<file path="src/rtl/alu_pkg.sv">
// Shared definitions for the time-shared ALU slice: widths, opcodes and FSM states.
package alu_pkg;

    localparam int unsigned OPND_W = 2;
    localparam int unsigned OP_W   = 3;
    localparam int unsigned RES_W  = 3;
    localparam int unsigned CNT_W  = 8;

    localparam logic [OP_W-1:0] OP_ADD = 3'b000;
    localparam logic [OP_W-1:0] OP_SUB = 3'b001;
    localparam logic [OP_W-1:0] OP_AND = 3'b010;
    localparam logic [OP_W-1:0] OP_OR  = 3'b011;
    localparam logic [OP_W-1:0] OP_XOR = 3'b100;
    localparam logic [OP_W-1:0] OP_NOT = 3'b101;
    localparam logic [OP_W-1:0] OP_SHL = 3'b110;
    localparam logic [OP_W-1:0] OP_SHR = 3'b111;

    typedef enum logic {
        ST_IDLE = 1'b0,
        ST_RESP = 1'b1
    } state_t;

endpackage

</file>
<file path="src/rtl/alu_share_arb_if.sv">
// Request/response handshake bundle between the two requesters, the consumer and the shared ALU.
interface alu_share_arb_if;
    import alu_pkg::*;

    logic              req0_valid;
    logic              req0_ready;
    logic [OPND_W-1:0] req0_a;
    logic [OPND_W-1:0] req0_b;
    logic [OP_W-1:0]   req0_op;

    logic              req1_valid;
    logic              req1_ready;
    logic [OPND_W-1:0] req1_a;
    logic [OPND_W-1:0] req1_b;
    logic [OP_W-1:0]   req1_op;

    logic              rsp_valid;
    logic              rsp_ready;
    logic              rsp_id;
    logic [RES_W-1:0]  rsp_result;
    logic              rsp_overflow;

    modport master (
        output req0_valid, req0_a, req0_b, req0_op,
        output req1_valid, req1_a, req1_b, req1_op,
        output rsp_ready,
        input  req0_ready, req1_ready,
        input  rsp_valid, rsp_id, rsp_result, rsp_overflow
    );

    modport slave (
        input  req0_valid, req0_a, req0_b, req0_op,
        input  req1_valid, req1_a, req1_b, req1_op,
        input  rsp_ready,
        output req0_ready, req1_ready,
        output rsp_valid, rsp_id, rsp_result, rsp_overflow
    );

endinterface

</file>
<file path="src/rtl/alu_core.sv">
// Combinational 2-bit ALU; overflow is always bit 2 of A+B regardless of opcode.
module alu_core
    import alu_pkg::*;
(
    input  logic [OPND_W-1:0] a,
    input  logic [OPND_W-1:0] b,
    input  logic [OP_W-1:0]   op,
    output logic [RES_W-1:0]  result,
    output logic              overflow
);

    logic [RES_W-1:0] sum;
    logic [RES_W-1:0] diff;

    always_comb begin
        sum      = {1'b0, a} + {1'b0, b};
        diff     = {1'b0, a} - {1'b0, b};
        overflow = sum[2];
        result   = '0;
        case (op)
            OP_ADD:  result = sum;
            OP_SUB:  result = diff;
            OP_AND:  result = {1'b0, a & b};
            OP_OR:   result = {1'b0, a | b};
            OP_XOR:  result = {1'b0, a ^ b};
            OP_NOT:  result = {1'b0, ~a};
            OP_SHL:  result = {a, 1'b0};
            OP_SHR:  result = {2'b00, a[1]};
            default: result = '0;
        endcase
    end

endmodule

</file>
<file path="src/rtl/alu_share_arb.sv">
// Two-requester arbiter/sequencer sharing one alu_core; holds the tagged result until consumed
// and keeps a wrapping completion counter plus a sticky overflow flag.
module alu_share_arb
    import alu_pkg::*;
(
    input  logic             clk,
    input  logic             rst_n,
    alu_share_arb_if.slave   bus,
    input  logic             clr_stats,
    output logic [CNT_W-1:0] done_cnt,
    output logic             ovf_sticky
);

    state_t            state;
    logic              last_grant;
    logic [OPND_W-1:0] a_q;
    logic [OPND_W-1:0] b_q;
    logic [OP_W-1:0]   op_q;
    logic              id_q;

    logic              gnt0;
    logic              gnt1;
    logic              rsp_hs;
    logic [RES_W-1:0]  alu_result;
    logic              alu_ovf;

    // On a tie the requester that did not win last time is served; last_grant=1 favours req0.
    always_comb begin
        gnt0 = 1'b0;
        gnt1 = 1'b0;
        if (state == ST_IDLE) begin
            if (bus.req0_valid && bus.req1_valid) begin
                gnt0 = last_grant;
                gnt1 = ~last_grant;
            end else begin
                gnt0 = bus.req0_valid;
                gnt1 = bus.req1_valid;
            end
        end
    end

    assign bus.req0_ready = gnt0;
    assign bus.req1_ready = gnt1;
    assign rsp_hs         = (state == ST_RESP) && bus.rsp_ready;

    always_ff @(posedge clk or negedge rst_n) begin
        if (!rst_n) begin
            state      <= ST_IDLE;
            last_grant <= 1'b1;
            a_q        <= '0;
            b_q        <= '0;
            op_q       <= '0;
            id_q       <= 1'b0;
        end else begin
            case (state)
                ST_IDLE: begin
                    if (gnt0 || gnt1) begin
                        a_q        <= gnt1 ? bus.req1_a  : bus.req0_a;
                        b_q        <= gnt1 ? bus.req1_b  : bus.req0_b;
                        op_q       <= gnt1 ? bus.req1_op : bus.req0_op;
                        id_q       <= gnt1;
                        last_grant <= gnt1;
                        state      <= ST_RESP;
                    end
                end
                ST_RESP: begin
                    if (bus.rsp_ready) begin
                        state <= ST_IDLE;
                    end
                end
                default: state <= ST_IDLE;
            endcase
        end
    end

    // A clear on the same edge as a handshake drops that handshake from the statistics.
    always_ff @(posedge clk or negedge rst_n) begin
        if (!rst_n) begin
            done_cnt   <= '0;
            ovf_sticky <= 1'b0;
        end else if (clr_stats) begin
            done_cnt   <= '0;
            ovf_sticky <= 1'b0;
        end else if (rsp_hs) begin
            done_cnt   <= done_cnt + 8'd1;
            ovf_sticky <= ovf_sticky | alu_ovf;
        end
    end

    alu_core u_alu (
        .a        (a_q),
        .b        (b_q),
        .op       (op_q),
        .result   (alu_result),
        .overflow (alu_ovf)
    );

    assign bus.rsp_valid    = (state == ST_RESP);
    assign bus.rsp_id       = id_q;
    assign bus.rsp_result   = alu_result;
    assign bus.rsp_overflow = alu_ovf;

endmodule

</file>
<file path="src/flat_wrapper.sv">
// flat-port wrapper written by rule: the top's interface ports become plain ports
module alu_share_arb_flat import alu_pkg::*;
  (clk, rst_n, clr_stats, done_cnt, ovf_sticky, bus_req0_valid, bus_req0_a, bus_req0_b, bus_req0_op, bus_req1_valid, bus_req1_a, bus_req1_b, bus_req1_op, bus_rsp_ready, bus_req0_ready, bus_req1_ready, bus_rsp_valid, bus_rsp_id, bus_rsp_result, bus_rsp_overflow);
  alu_share_arb_if bus_i ();
  input  logic clk;
  input  logic rst_n;
  input  logic clr_stats;
  output logic [CNT_W-1:0] done_cnt;
  output logic ovf_sticky;
  input wire logic [$bits(bus_i.req0_valid)-1:0] bus_req0_valid;
  input wire logic [$bits(bus_i.req0_a)-1:0] bus_req0_a;
  input wire logic [$bits(bus_i.req0_b)-1:0] bus_req0_b;
  input wire logic [$bits(bus_i.req0_op)-1:0] bus_req0_op;
  input wire logic [$bits(bus_i.req1_valid)-1:0] bus_req1_valid;
  input wire logic [$bits(bus_i.req1_a)-1:0] bus_req1_a;
  input wire logic [$bits(bus_i.req1_b)-1:0] bus_req1_b;
  input wire logic [$bits(bus_i.req1_op)-1:0] bus_req1_op;
  input wire logic [$bits(bus_i.rsp_ready)-1:0] bus_rsp_ready;
  output wire logic [$bits(bus_i.req0_ready)-1:0] bus_req0_ready;
  output wire logic [$bits(bus_i.req1_ready)-1:0] bus_req1_ready;
  output wire logic [$bits(bus_i.rsp_valid)-1:0] bus_rsp_valid;
  output wire logic [$bits(bus_i.rsp_id)-1:0] bus_rsp_id;
  output wire logic [$bits(bus_i.rsp_result)-1:0] bus_rsp_result;
  output wire logic [$bits(bus_i.rsp_overflow)-1:0] bus_rsp_overflow;
  assign bus_i.req0_valid = bus_req0_valid;
  assign bus_i.req0_a = bus_req0_a;
  assign bus_i.req0_b = bus_req0_b;
  assign bus_i.req0_op = bus_req0_op;
  assign bus_i.req1_valid = bus_req1_valid;
  assign bus_i.req1_a = bus_req1_a;
  assign bus_i.req1_b = bus_req1_b;
  assign bus_i.req1_op = bus_req1_op;
  assign bus_i.rsp_ready = bus_rsp_ready;
  assign bus_req0_ready = bus_i.req0_ready;
  assign bus_req1_ready = bus_i.req1_ready;
  assign bus_rsp_valid = bus_i.rsp_valid;
  assign bus_rsp_id = bus_i.rsp_id;
  assign bus_rsp_result = bus_i.rsp_result;
  assign bus_rsp_overflow = bus_i.rsp_overflow;
  alu_share_arb u_core (.clk(clk), .rst_n(rst_n), .bus(bus_i), .clr_stats(clr_stats), .done_cnt(done_cnt), .ovf_sticky(ovf_sticky));
endmodule
</file>
<file path="config.mk">
export PLATFORM = sky130hd
export DESIGN_NAME = alu_share_arb_flat
export DESIGN_NICKNAME = d
export VERILOG_FILES = /design/src/rtl/alu_pkg.sv /design/src/rtl/alu_share_arb_if.sv /design/src/rtl/alu_core.sv /design/src/rtl/alu_share_arb.sv /design/src/flat_wrapper.sv
export SDC_FILE = /design/constraint.sdc
export NUM_CORES = 1
export LEC_CHECK = 0
export CAP_MARGIN = 30
export CORE_ASPECT_RATIO = 2
export CORE_MARGIN = 4
export CORE_UTILIZATION = 25
export DETAILED_ROUTE_END_ITERATION = 7
export GPL_TIMING_DRIVEN = 0
export PLACE_DENSITY = 0.57
export SYNTH_ARGS = -nofsm -noshare
export SYNTH_HDL_FRONTEND = slang
export SYNTH_SLANG_ARGS = --single-unit
</file>
<file path="constraint.sdc">
create_clock -name clk -period 3.5 [get_ports clk]
set_input_delay 0.525 -clock clk [delete_from_list [all_inputs] [get_ports clk]]
set_output_delay 0.525 -clock clk [all_outputs]
set_load 0.05 [all_outputs]
</file>
==> impl_summary.log, run 1 <==
INFO  metric clockRootBuffer = clkbuf_8
INFO  metric hold_violations = 0
INFO  metric floorplan.die_area = 5871 sq um
INFO  metric whs_endpoint = u_core.bus.rsp_id$_DFFE_PN0P_
INFO  metric slew_headroom = between 30% and 40%
INFO  metric part_of_the_cycle_the_worst_path_needs = slightly above 90%
INFO  metric reg2reg_to = u_core.ovf_sticky$_DFFE_PN0P_
INFO  metric post-cts-setup-buffers = 0
INFO  metric fmax = just over 300 MHz
INFO  metric netlist.area_leader.share = around two fifths
INFO  metric layout_min_cycle_time = approximately 3.2 ns
INFO  metric final.setup_skew = between 0.002 and 0.003 ns
INFO  metric status = complete, no violations
INFO  metric synth.yosys.seq_area_share = 41.01%
INFO  metric clk-insertion-delay-late = about 0.25 ns
INFO  metric flow.area_growth_from_synthesis = 39.83%
INFO  metric cp_data_required_time = 2.97 ns
INFO  metric dominant_cell_type_by_area_after_synthesis = dfrtp_1
INFO  metric power.sequential.fraction = between 20 and 30%
INFO  metric grt_max_degree = 20
INFO  metric crit_path_max_fanout = 5
INFO  metric mappedNetlistNets = 147
INFO  metric reg2regPathDepth = 4
INFO  metric gp_congestion = between 0.7 and 0.8
INFO  metric yosys.cell_count.top_type = dfrtp_1
INFO  metric insertedDiodeCount = 0
INFO  metric die_w = ~56 microns
INFO  metric worstSetupEndpointType = output pin
INFO  metric arrival_time_at_the_worst_endpoint = between 2 and 3 ns
INFO  metric post-place-ws = about 0.45 ns
INFO  metric min_from = u_core.bus.rsp_id$_DFFE_PN0P_
INFO  metric cts_hold_repair.buffers = 0
INFO  metric post_synth_inst_count = 119
INFO  metric global_route.overflow_total = 0
INFO  metric cts.repair.resized = 0
INFO  metric cts.htree.levels = 1
INFO  metric clock_tree_from_tritoncts = built
INFO  metric critical_path_cell_list = inv_1, ha_1, fa_1, nor2b_1, a211oi_1, o311ai_1, clkdlybuf4s50_1
INFO  metric worst-r2r-setup-slack = a little over 2 ns
INFO  metric r2r_start = u_core.b_q[0]$_DFFE_PN0P_
INFO  metric timing.critical_path.from_type = flip-flop
INFO  metric detail_route.vias_per_cell = between 5 and 6
INFO  metric power.clock.fraction = between 10% and 20%
INFO  metric yosysWarningCount = 0
INFO  metric finalWirelength = 3117 microns
INFO  metric numPortBuffers = 35
INFO  metric fillerInstances = around 480
INFO  metric floorplan.initialDensity = a little over a quarter
INFO  metric grt_first_pass_wirelength = approximately 5400 microns
INFO  metric drc = 0
INFO  metric share_of_synthesized_flip_flops_with_an_asynchronous_set_or_reset = 100.0%
INFO  metric core = 4424 sq um
INFO  metric critPathBufInv = 2
INFO  metric rows = 34
INFO  metric total_leakage_power = 0.6538 nW
INFO  metric synth.ff_latch_count = 19
INFO  metric worst_hold_path_type = reg -> reg
INFO  metric report.final.setup_viol = 0
INFO  metric grt_antenna_before_repair = 0
INFO  metric total_negative_slack = 0 ns
INFO  metric clock_sinks = 19
INFO  metric power_switching_share = between 40% and 50%
INFO  metric ir_drop = 510.6 uV
INFO  metric total_nets_final = roughly 190
INFO  metric switching_power = around 0.54 mW
INFO  metric worst_path_max_delay_cell = clkdlybuf4s50_1
INFO  metric synth-edff-count = 0
INFO  metric io_pins = 37
INFO  metric numCtsBuffers = 3
INFO  metric powerDensity = 724.0 nW/um^2
INFO  metric critPathMaxStageDelay = roughly 0.86 ns
INFO  metric power_frac_comb = 58.6%
INFO  metric critical_path.top_delay_family = buffers and inverters
INFO  metric grt.total_usage = roughly 11%
INFO  metric mappedNetlistArea = between 1000 and 1500 sq um
INFO  metric ys_types = 37
INFO  metric final.setup.worst_slack = ~0.25 ns
INFO  metric synth_area_per_inst = 9.768 sq um
INFO  metric drt.antenna.violating_nets = 0
INFO  metric post-dp-hpwl = approximately 2400 microns
INFO  metric clock_tree.buffer_depth = 2
INFO  metric dr_total_vias = roughly 1100
INFO  metric floorplan.die.height = between 100 and 150 microns
INFO  metric cell_internal_pwr = roughly 0.63 mW
INFO  metric maxCapViolations = 0
INFO  metric grt_pass1_vias = ~1200
INFO  metric synthTopCellsByArea = dfrtp_1, ha_1, a221o_1
INFO  metric worst_slew_pin_slew = 0.9017 ns
INFO  metric hold-path-cell-count = 1
INFO  metric finalCoreUtilization = between 30% and 40%
INFO  metric yosys_most_used_dff = dfrtp_1
INFO  metric clk_pin_slew = around 0.070 ns
INFO  metric path_class = reg -> out
INFO  metric firstDrtPassIters = 4
INFO  metric routed_wire_length_per_instance = between 10 and 15 microns
INFO  metric layout-drive-gt1-share = 5.696%
INFO  metric finalMaxSlewViolations = 0
INFO  metric rsz0062_at_grt = no
INFO  metric first_drt_iteration_drcs = 15
final cells by class:
cell class | count | area (sq um) | area share (%)
Multi-Input combinational cell | 87 | 633.1 | 38.95
Sequential cell | 19 | 476.7 | 29.33
Timing Repair Buffer | 35 | 350.3 | 21.56
Tap cell | 54 | 67.56 | 4.157
Clock buffer | 4 | 45.04 | 2.771
Inverter | 8 | 30.03 | 1.848
Buffer | 5 | 22.52 | 1.386
cell families (layout without fill, tap and decap cells):
group                      Yosys count  after routing  share of synthesized area, %
muxes                                2              2                         1.830
adders and majority gates            8              8                         9.903
DFF                                 19             19                         41.01
AOI/OAI and AO/OA                   31             31                         19.59
and+or+nand+nor                     44             44                         21.64
buffers and inverters               13             52                         4.521
xor gates and xnor gates             2              2                         1.507
worst max path at each step:
| stage | start | to | slack (ns) | cells past startpoint |
|---|---|---|---|---|
| 2_1_floorplan | u_core.a_q[0]$_DFFE_PN0P_ | bus_rsp_result[1] | 0.52 | 6 |
| 3_3_place_gp | bus_req1_valid | bus_req1_ready | 0.49 | 4 |
| 3_5_place_dp | bus_req1_valid | bus_req1_ready | 0.45 | 4 |
| 4_1_cts | u_core.a_q[0]$_DFFE_PN0P_ | bus_rsp_result[1] | 0.25 | 7 |
| 5_1_grt | u_core.a_q[0]$_DFFE_PN0P_ | bus_rsp_result[1] | 0.06 | 7 |
| 6_report | u_core.a_q[0]$_DFFE_PN0P_ | bus_rsp_result[1] | 0.25 | 7 |
routing by layer:
metal / GRT usage (%) / vias to the layer above / part of all wire [%]
li1: - / 507 / -
met1: 12.96 / 517 / 42
met2: 18.76 / 36 / 49
met3: 3.975 / 2 / 7.6
met4: 3.056 / 0 / 0.64
met5: 0 / - / 0
registers in the layout, summed over array words and instances, names as in the netlist:
name / flops
u_core.done_cnt: 8
u_core.op_q: 3
u_core.last_grant: 1
u_core.a_q: 2
u_core.ovf_sticky: 1
u_core.bus.rsp_id: 1
u_core.bus.rsp_valid: 1
u_core.b_q: 2
cells in the final DEF, fill, tap and decap left out, types with 2 or more instances in the layout:
cell type        synthesis  final
nand3_1                  3      3
or4_1                    2      2
clkbuf_8                 0      3
dfrtp_1                 18     18
nor2b_1                  7      7
a221o_1                  7      7
and2_1                   7      7
nor2_1                   7      7
clkdlybuf4s50_1          0     35
o21ai_0                  6      6
ha_1                     6      6
fa_1                     2      2
xor2_1                   2      2
nor3b_1                  2      2
nand2b_1                 3      3
o31ai_1                  3      3
inv_1                    7      7
nand4_1                  3      3
a21oi_1                  6      6
nand2_1                  6      6
clkbuf_1                 4      5
metrics by stage:
stage,total power [mW],instances,hold WS (ns),area [sq um]
floorplan,0.8143,119,0.2294,1162
global placement,1.012,208,0.4737,1580
detailed placement,1.033,208,0.4749,1580
CTS,1.193,212,0.4920,1625
global route,1.276,212,0.5193,1625
finish,1.177,212,0.4833,1625
power by group through the flow:
| stage | clock network, mW | logic [mW] | registers [mW] |
|---|---|---|---|
| finish | 0.152 | 0.690 | 0.335 |
| global route | 0.169 | 0.762 | 0.345 |
| CTS | 0.159 | 0.698 | 0.335 |
| detailed placement | 0 | 0.694 | 0.338 |
| global placement | 0 | 0.674 | 0.338 |
| floorplan | 0 | 0.440 | 0.375 |
worst register-to-register path, delay by kind of cell (launching register included):
kind            cells  cell delay (ns)
fa+ha+maj           2             0.67
flops               1             0.42
compound gates      1             0.18
simple gates        1             0.05
Note: power is estimated with default switching activity, not from simulation.
==> run 2, diff against run 1 <==
--- a/config.mk
+++ b/config.mk
@@ -5,6 +5,7 @@
 export SDC_FILE = /design/constraint.sdc
 export NUM_CORES = 1
 export LEC_CHECK = 0
+export ABC_AREA = 1
 export CAP_MARGIN = 30
 export CORE_ASPECT_RATIO = 2
 export CORE_MARGIN = 4
@@ -12,6 +13,7 @@
 export DETAILED_ROUTE_END_ITERATION = 7
 export GPL_TIMING_DRIVEN = 0
 export PLACE_DENSITY = 0.57
+export SLEW_MARGIN = 5
 export SYNTH_ARGS = -nofsm -noshare
 export SYNTH_HDL_FRONTEND = slang
 export SYNTH_SLANG_ARGS = --single-unit
==> run 2 against run 1 <==
Against the previous run: routed wire length grew 4.3%; clock power about the same; first-iteration DRC count rose by 73%; sequential share of layout area shrank 0.22 points; synthesized cell count increased by 28%; cell count up 16%; non-clock buffer count down 3; combinational power increased by 15%; worst setup slack improved by 0.19 ns; via count is 6.6% higher; critical path depth rose by 1.
==> impl_summary.log, run 2 <==
INFO  metric worst_slew_pin_slew = 0.8468 ns (-0.05483 ns)
INFO  metric fillerInstances = 469 (-1.7%)
INFO  metric final.setup_skew = 0.001323 ns (-0.001322 ns)
INFO  metric r2r_start = u_core.a_q[0]$_DFFE_PN0P_
INFO  metric drc = 0 (unchanged)
INFO  metric ys_types = 20 (-46%)
INFO  metric dr_total_vias = 1132 (+6.6%)
INFO  metric part_of_the_cycle_the_worst_path_needs = 87.34% (-5.5 points)
INFO  metric clock_tree.buffer_depth = 2 (unchanged)
INFO  metric cp_data_required_time = 2.97 ns (about the same)
INFO  metric cell_internal_pwr = 0.6381 mW (+0.76%)
INFO  metric power.clock.fraction = 11.6% (-1.3 points)
INFO  metric crit_path_max_fanout = 4 (-1)
INFO  metric ys_top_cells_by_count = nand2_1, inv_1, dfrtp_1
INFO  metric grt_first_pass_wirelength = 5513 microns (+2.4%)
INFO  metric synthTopCellsByArea = dfrtp_1, nand2_1, inv_1
INFO  metric synth-edff-count = 0 (unchanged)
INFO  metric busiest_layer = met2
INFO  metric post_synth_inst_count = 152 (+28%)
INFO  metric yosysWarningCount = 0 (unchanged)
INFO  metric layout_common_cells = nand2_1, clkdlybuf4s50_1, inv_1
INFO  metric numCtsBuffers = 3 (unchanged)
INFO  metric flow.area_growth_from_synthesis = 40.60%
INFO  metric cts.htree.levels = 1 (unchanged)
INFO  metric grt_util_met1 = 11.87% (-1.1 points)
INFO  metric reg_top3 = u_core.done_cnt (8), u_core.op_q (3)
INFO  metric arrival_time_at_the_worst_endpoint = 2.53 ns (-0.19 ns)
INFO  metric post-place-ws = 0.6708 ns (+0.2220 ns)
INFO  metric synth.yosys.seq_area_share = 40.92% (-0.088 points)
INFO  metric global_route.overflow_total = 0 (unchanged)
INFO  metric layout_min_cycle_time = 3.057 ns (-0.1920 ns)
INFO  metric rows = 34 (unchanged)
INFO  metric groute.layer.met2.usage = 22.70% (+3.9 points)
INFO  metric finalWirelength = 3250 microns (+4.3%)
INFO  metric slew_headroom = 43.37% (+3.7 points)
INFO  metric grt.total_usage = 11.67% (+0.59 points)
INFO  metric report.final.setup_viol = 0 (unchanged)
INFO  metric finalMaxSlewViolations = 0 (unchanged)
INFO  metric grt_max_degree = 20 (unchanged)
INFO  metric worstSetupEndpointType = output pin
INFO  metric total_negative_slack = 0 ns (unchanged)
INFO  metric worst_path_max_delay_cell = clkdlybuf4s50_1
INFO  metric clockRootBuffer = clkbuf_8
INFO  metric mappedNetlistArea = 1165 sq um (+0.22%)
INFO  metric io_pins = 37 (unchanged)
INFO  metric clock_sinks = 19 (unchanged)
INFO  metric numPortBuffers = 36 (+2.9%)
INFO  metric design_area = 1638 sq um (+0.77%)
INFO  metric power_switching_share = 51.00% (+4.8 points)
INFO  metric path_class = reg -> out
INFO  metric fmax = 327.1 MHz (+6.3%)
INFO  metric post-dp-hpwl = 2672 microns (+10%)
INFO  metric total_leakage_power = 0.7623 nW (+17%)
INFO  metric maxCapViolations = 0 (unchanged)
INFO  metric drt.antenna.violating_nets = 0 (unchanged)
INFO  metric powerDensity = 795.0 nW/um^2 (+9.8%)
INFO  metric yosys_most_used_dff = dfrtp_1
INFO  metric clk_pin_slew = 0.07 ns (about the same)
INFO  metric grt_pass1_vias = 1240 (+5.3%)
INFO  metric startpoint = u_core.a_q[0]$_DFFE_PN0P_
INFO  metric gp_congestion = 0.8632 (+19%)
INFO  metric power.sequential.fraction = 27.5% (-0.9 points)
INFO  metric routed_wire_length_per_instance = 13.21 microns (-10%)
INFO  metric hold_violations = 0 (unchanged)
INFO  metric core = 4424 sq um (unchanged)
INFO  metric floorplan.die.height = 104.5 microns (+0.10%)
INFO  metric synth_area_per_inst = 7.664 sq um (-22%)
INFO  metric critPathMaxStageDelay = 0.80 ns (-0.06 ns)
INFO  metric final.setup.worst_slack = 0.4430 ns (+0.1920 ns)
INFO  metric critical_path_cell_list = inv_1, ha_1, fa_1, nand3b_1, nand3_1, nor2_1, nand2_1, clkdlybuf4s50_1
INFO  metric power_frac_comb = 60.9% (+2.3 points)
INFO  metric first_drt_iteration_drcs = 26 (+11)
INFO  metric total_nets_final = 221 (+18%)
INFO  metric cts_hold_repair.buffers = 0 (unchanged)
INFO  metric post-layout-total-power = 1.302 mW (+11%)
INFO  metric met3_usage = 1.235% (-2.7 points)
INFO  metric layout-drive-gt1-share = 6.250% (+0.55 points)
INFO  metric largest_register = u_core.done_cnt
INFO  metric clk-insertion-delay-late = 0.25 ns (about the same)
INFO  metric floorplan.initialDensity = 26.33% (+0.057 points)
INFO  metric floorplan.die_area = 5882 sq um (+0.19%)
INFO  metric timing.critical_path.from_type = flip-flop
INFO  metric switching_power = 0.6640 mW (+22%)
INFO  metric cts.repair.resized = 0 (unchanged)
INFO  metric mostFrequentLayoutCell = nand2_1
INFO  metric yosys.cell_count.top_type = nand2_1
INFO  metric post-cts-setup-buffers = 0 (unchanged)
INFO  metric grt_antenna_before_repair = 0 (unchanged)
INFO  metric netlist.area_leader.share = 38.67% (-0.083 points)
INFO  metric dpl-instance-area = 1593 sq um (+0.79%)
INFO  metric worst-r2r-setup-slack = 2.15 ns (+0.11 ns)
INFO  metric worst_hold_path_type = reg -> reg
INFO  metric ir_drop = 589.3 uV (+15%)
INFO  metric die_w = 56.27 microns (about the same)
INFO  metric firstDrtPassIters = 4 (unchanged)
INFO  metric detail_route.vias_per_cell = 4.602 (-8.1%)
INFO  metric mappedNetlistNets = 180 (+22%)
INFO  metric rsz0062_at_grt = no
INFO  metric min_from = u_core.bus.rsp_id$_DFFE_PN0P_
INFO  metric insertedDiodeCount = 0 (unchanged)
INFO  metric clock_tree_from_tritoncts = built
INFO  metric synth.ff_latch_count = 19 (unchanged)
INFO  metric dominant_cell_type_by_area_after_synthesis = dfrtp_1
INFO  metric share_of_synthesized_flip_flops_with_an_asynchronous_set_or_reset = 100.0% (unchanged)
INFO  metric largest_register_ffs = 8 (unchanged)
INFO  metric status = complete, no violations
## run 2: changes by cell type in the layout (fill, tap and decap cells not counted), sizes merged, moves of 8 or more
cell,before,now
inv,7,28
nand2,6,39
nand3,4,16
nor2,7,15
o211ai,0,9
## run 2: metrics by stage
step	util, %	instances	hold slack, ns
2_1_floorplan	-	152	0.2294
3_3_place_gp	36.00	242	0.4575
3_5_place_dp	36.00	242	0.4704
4_1_cts	37.02	246	0.4878
5_1_grt	37.02	246	0.5111
6_report	37.02	246	0.4839
## run 2: power by group through the flow
stage	clock [mW]	sequential, mW	combinational [mW]
floorplan	0	0.411	0.488
finish	0.152	0.358	0.793
global route	0.163	0.371	0.872
CTS	0.156	0.358	0.804
detailed placement	0	0.362	0.801
global placement	0	0.361	0.799
## run 2: cell families (layout without fill, tap and decap cells)
| kind of cell | after synthesis | count (layout) | synth area share, % |
|---|---|---|---|
| buf+inv | 29 | 69 | 9.452 |
| compound gates | 17 | 17 | 9.236 |
| simple gates | 79 | 79 | 30.50 |
| flops | 19 | 19 | 40.92 |
| fa+ha+maj | 8 | 8 | 9.882 |
## run 2: layout make-up
class	count	area [sq um]	area share [%]
Buffer	1	5.005	0.3056
Multi-Input combinational cell	104	578.1	35.29
Inverter	28	105.1	6.417
Timing Repair Buffer	36	360.3	22.00
Clock buffer	4	45.04	2.750
Sequential cell	19	476.7	29.11
Tap cell	54	67.56	4.125
## run 2: routing by layer
metal  wire length (microns)  part of all wire [%]
met5                       0                     0
met4                      76                   2.3
met3                     117                   3.6
met2                    1866                    57
met1                    1189                    37
## run 2: final timing paths
path / endpoint / depth (start not counted)
max: bus_rsp_result[1] / 8
min reg2reg: u_core.bus.rsp_id$_DFFE_PN0P_ / 2
max reg2reg: u_core.ovf_sticky$_DFFE_PN0P_ / 4
min: u_core.bus.rsp_id$_DFFE_PN0P_ / 2
max in group asynchronous: u_core.a_q[0]$_DFFE_PN0P_ / 1
min in group asynchronous: u_core.done_cnt[6]$_DFFE_PN0P_ / 1
## run 2: worst max-delay path: cells and delay by family (launching register included)
kind / cells / cell delay, ns
flops: 1 / 0.41
simple gates: 4 / 0.35
buf+inv: 2 / 0.92
fa+ha+maj: 2 / 0.61
==> run 3, diff against run 2 <==
--- a/config.mk
+++ b/config.mk
@@ -11,8 +11,8 @@
 export CORE_MARGIN = 4
 export CORE_UTILIZATION = 25
 export DETAILED_ROUTE_END_ITERATION = 7
-export GPL_TIMING_DRIVEN = 0
 export PLACE_DENSITY = 0.57
+export SETUP_SLACK_MARGIN = 0.15
 export SLEW_MARGIN = 5
 export SYNTH_ARGS = -nofsm -noshare
 export SYNTH_HDL_FRONTEND = slang
==> run 3 against run 2 <==
Against the previous run: die area stayed put; register-to-register slack hardly changed; sequential power is 4% higher; worst hold slack better by 0.0036 ns; clock-buffer cell count stayed put; combinational power is 2% lower; sequential share of layout area is 0.089 points higher; largest power group unchanged; fmax is 0.14% higher; core utilization is 0.11 points lower; via count is 0.88% lower; cell area is 0.31% lower; largest cell class unchanged; critical path depth stayed put.
==> impl_summary.log, run 3 (synthesized netlist as in run 2, its figures left out) <==
INFO  metric status = complete, no violations
INFO  metric arrival_time_at_the_worst_endpoint = 2.53 ns (about the same)
INFO  metric critical_path_cell_list = inv_1, ha_1, fa_1, nand3b_1, nand3_1, nor2_1, nand2_1, clkdlybuf4s50_1
INFO  metric cts.htree.levels = 1 (unchanged)
INFO  metric reg_top3 = u_core.done_cnt (8), u_core.op_q (3)
INFO  metric die_w = 56.27 microns (unchanged)
INFO  metric gp_congestion = 0.7789 (-9.8%)
INFO  metric insertedDiodeCount = 0 (unchanged)
INFO  metric global_route.overflow_total = 0 (unchanged)
INFO  metric detail_route.vias_per_cell = 4.580 (-0.48%)
INFO  metric cts.repair.resized = 0 (unchanged)
INFO  metric total_leakage_power = 0.7580 nW (-0.56%)
INFO  metric largest_register = u_core.done_cnt
INFO  metric clock_tree.buffer_depth = 2 (unchanged)
INFO  metric numCtsBuffers = 3 (unchanged)
INFO  metric grt_pass1_vias = 1195 (-3.6%)
INFO  metric io_pins = 37 (unchanged)
INFO  metric layout_min_cycle_time = 3.053 ns (-0.004333 ns)
INFO  metric clock_sinks = 19 (unchanged)
INFO  metric dr_total_vias = 1122 (-0.88%)
INFO  metric part_of_the_cycle_the_worst_path_needs = 87.22% (-0.12 points)
INFO  metric worst_slew_pin_slew = 0.8466 ns (-0.0002690 ns)
INFO  metric layout-drive-gt1-share = 5.759% (-0.49 points)
INFO  metric clockRootBuffer = clkbuf_8
INFO  metric worst_path_max_delay_cell = clkdlybuf4s50_1
INFO  metric slew_headroom = 43.39% (about the same)
INFO  metric final.setup_skew = 0.001272 ns (-0.00005035 ns)
INFO  metric grt.total_usage = 11.54% (-0.13 points)
INFO  metric grt_max_degree = 20 (unchanged)
INFO  metric drt.antenna.violating_nets = 0 (unchanged)
INFO  metric firstDrtPassIters = 4 (unchanged)
INFO  metric numPortBuffers = 36 (unchanged)
INFO  metric cp_data_required_time = 2.97 ns (about the same)
INFO  metric first_drt_iteration_drcs = 23 (-12%)
INFO  metric total_negative_slack = 0 ns (unchanged)
INFO  metric finalWirelength = 3236 microns (-0.43%)
INFO  metric fillerInstances = 492 (+4.9%)
INFO  metric grt_first_pass_wirelength = 5582 microns (+1.3%)
INFO  metric post-cts-setup-buffers = 0 (unchanged)
INFO  metric hold_violations = 0 (unchanged)
INFO  metric total_nets_final = 220 (-0.45%)
INFO  metric cts_hold_repair.buffers = 0 (unchanged)
INFO  metric floorplan.die_area = 5882 sq um (unchanged)
INFO  metric finalMaxSlewViolations = 0 (unchanged)
INFO  metric finalCoreUtilization = 36.91% (-0.11 points)
INFO  metric layout_common_cells = nand2_1, clkdlybuf4s50_1, inv_1
INFO  metric grt_antenna_before_repair = 0 (unchanged)
INFO  metric core = 4424 sq um (unchanged)
INFO  metric path_class = reg -> out
INFO  metric mostFrequentLayoutCell = nand2_1
INFO  metric report.final.setup_viol = 0 (unchanged)
INFO  metric powerDensity = 792.7 nW/um^2 (-0.29%)
INFO  metric post-dp-hpwl = 2702 microns (+1.1%)
INFO  metric fmax = 327.6 MHz (+0.14%)
INFO  metric drc = 0 (unchanged)
INFO  metric rsz0062_at_grt = no
INFO  metric floorplan.die.height = 104.5 microns (unchanged)
INFO  metric critPathMaxStageDelay = 0.79 ns (about the same)
INFO  metric rows = 34 (unchanged)
INFO  metric worstSetupEndpointType = output pin
INFO  metric maxCapViolations = 0 (unchanged)
INFO  metric clock_tree_from_tritoncts = built
INFO  metric routed_wire_length_per_instance = 13.21 microns (about the same)
INFO  metric ir_drop = 612.1 uV (+3.9%)
INFO  metric worst_hold_path_type = reg -> reg
INFO  metric timing.critical_path.from_type = flip-flop
INFO  metric crit_path_max_fanout = 4 (unchanged)
INFO  metric clk-insertion-delay-late = 0.25 ns (about the same)
INFO  metric largest_register_ffs = 8 (unchanged)
INFO  metric clk_pin_slew = 0.07 ns (about the same)
INFO  metric floorplan.initialDensity = 26.33% (unchanged)
INFO  metric flow.area_growth_from_synthesis = 40.17%
==> run 3: cell count changes in the layout (fill, tap and decap cells not counted) <==
cell | previous run | this run
buf_2 | 1 | 0
==> run 3: per-stage QoR <==
stage	worst slack, ns	power, mW	hold WS, ns	area, sq um	instances
after global routing	0.3376	1.394	0.5035	1633	245
final	0.4473	1.294	0.4875	1633	245
after detailed placement	0.6772	1.160	0.4729	1588	241
after floorplan	1.188	0.8993	0.2294	1165	152
after global placement	0.7003	1.156	0.4737	1588	241
after CTS	0.4362	1.314	0.4911	1633	245
==> run 3: layout make-up <==
class                   instances  area, sq um  share of cell area, %
multi-input cells             104        578.1                  35.40
clock buffers                   4        45.04                  2.759
repair buffers                 36        360.3                  22.07
well taps                      54        67.56                  4.138
flip-flops and latches         19        476.7                  29.20
inverters                      28        105.1                  6.437
==> run 3: worst max-delay path: cells and delay by family (launching register included) <==
kind,cells,cell delay [ns]
buf+inv,2,0.90
simple gates,4,0.35
fa+ha+maj,2,0.62
flops,1,0.41
==> run 3: power by group <==
part           internal, mW  leakage (nW)  total, mW  switching (mW)
Sequential            0.289         0.244      0.371          0.0822
Clock                0.0806        0.0228      0.147          0.0667
Combinational         0.266         0.492      0.776           0.510
Total                 0.636         0.758       1.29           0.659
==> run 3: path summary, 6_finish.rpt <==
check                                            endpoint  cells after the start                           from  slack (ns)
hold / removal              u_core.bus.rsp_id$_DFFE_PN0P_                      2  u_core.bus.rsp_id$_DFFE_PN0P_        0.49
hold reg to reg             u_core.bus.rsp_id$_DFFE_PN0P_                      2  u_core.bus.rsp_id$_DFFE_PN0P_        0.49
setup / recovery                        bus_rsp_result[1]                      8      u_core.a_q[0]$_DFFE_PN0P_        0.45
max in group asynchronous       u_core.b_q[0]$_DFFE_PN0P_                      1                          rst_n        2.22
min in group asynchronous  u_core.done_cnt[6]$_DFFE_PN0P_                      1                          rst_n        0.76
setup reg to reg            u_core.ovf_sticky$_DFFE_PN0P_                      4      u_core.b_q[0]$_DFFE_PN0P_        2.14
==> run 3: routing by layer <==
layer / GRT usage, % / share of wire (%) / vias up
met5: 0 / 0 / -
met4: 2.547 / 0.83 / 0
met3: 1.111 / 3.5 / 2
met2: 22.86 / 59 / 33
met1: 12.70 / 37 / 518
li1: - / - / 569
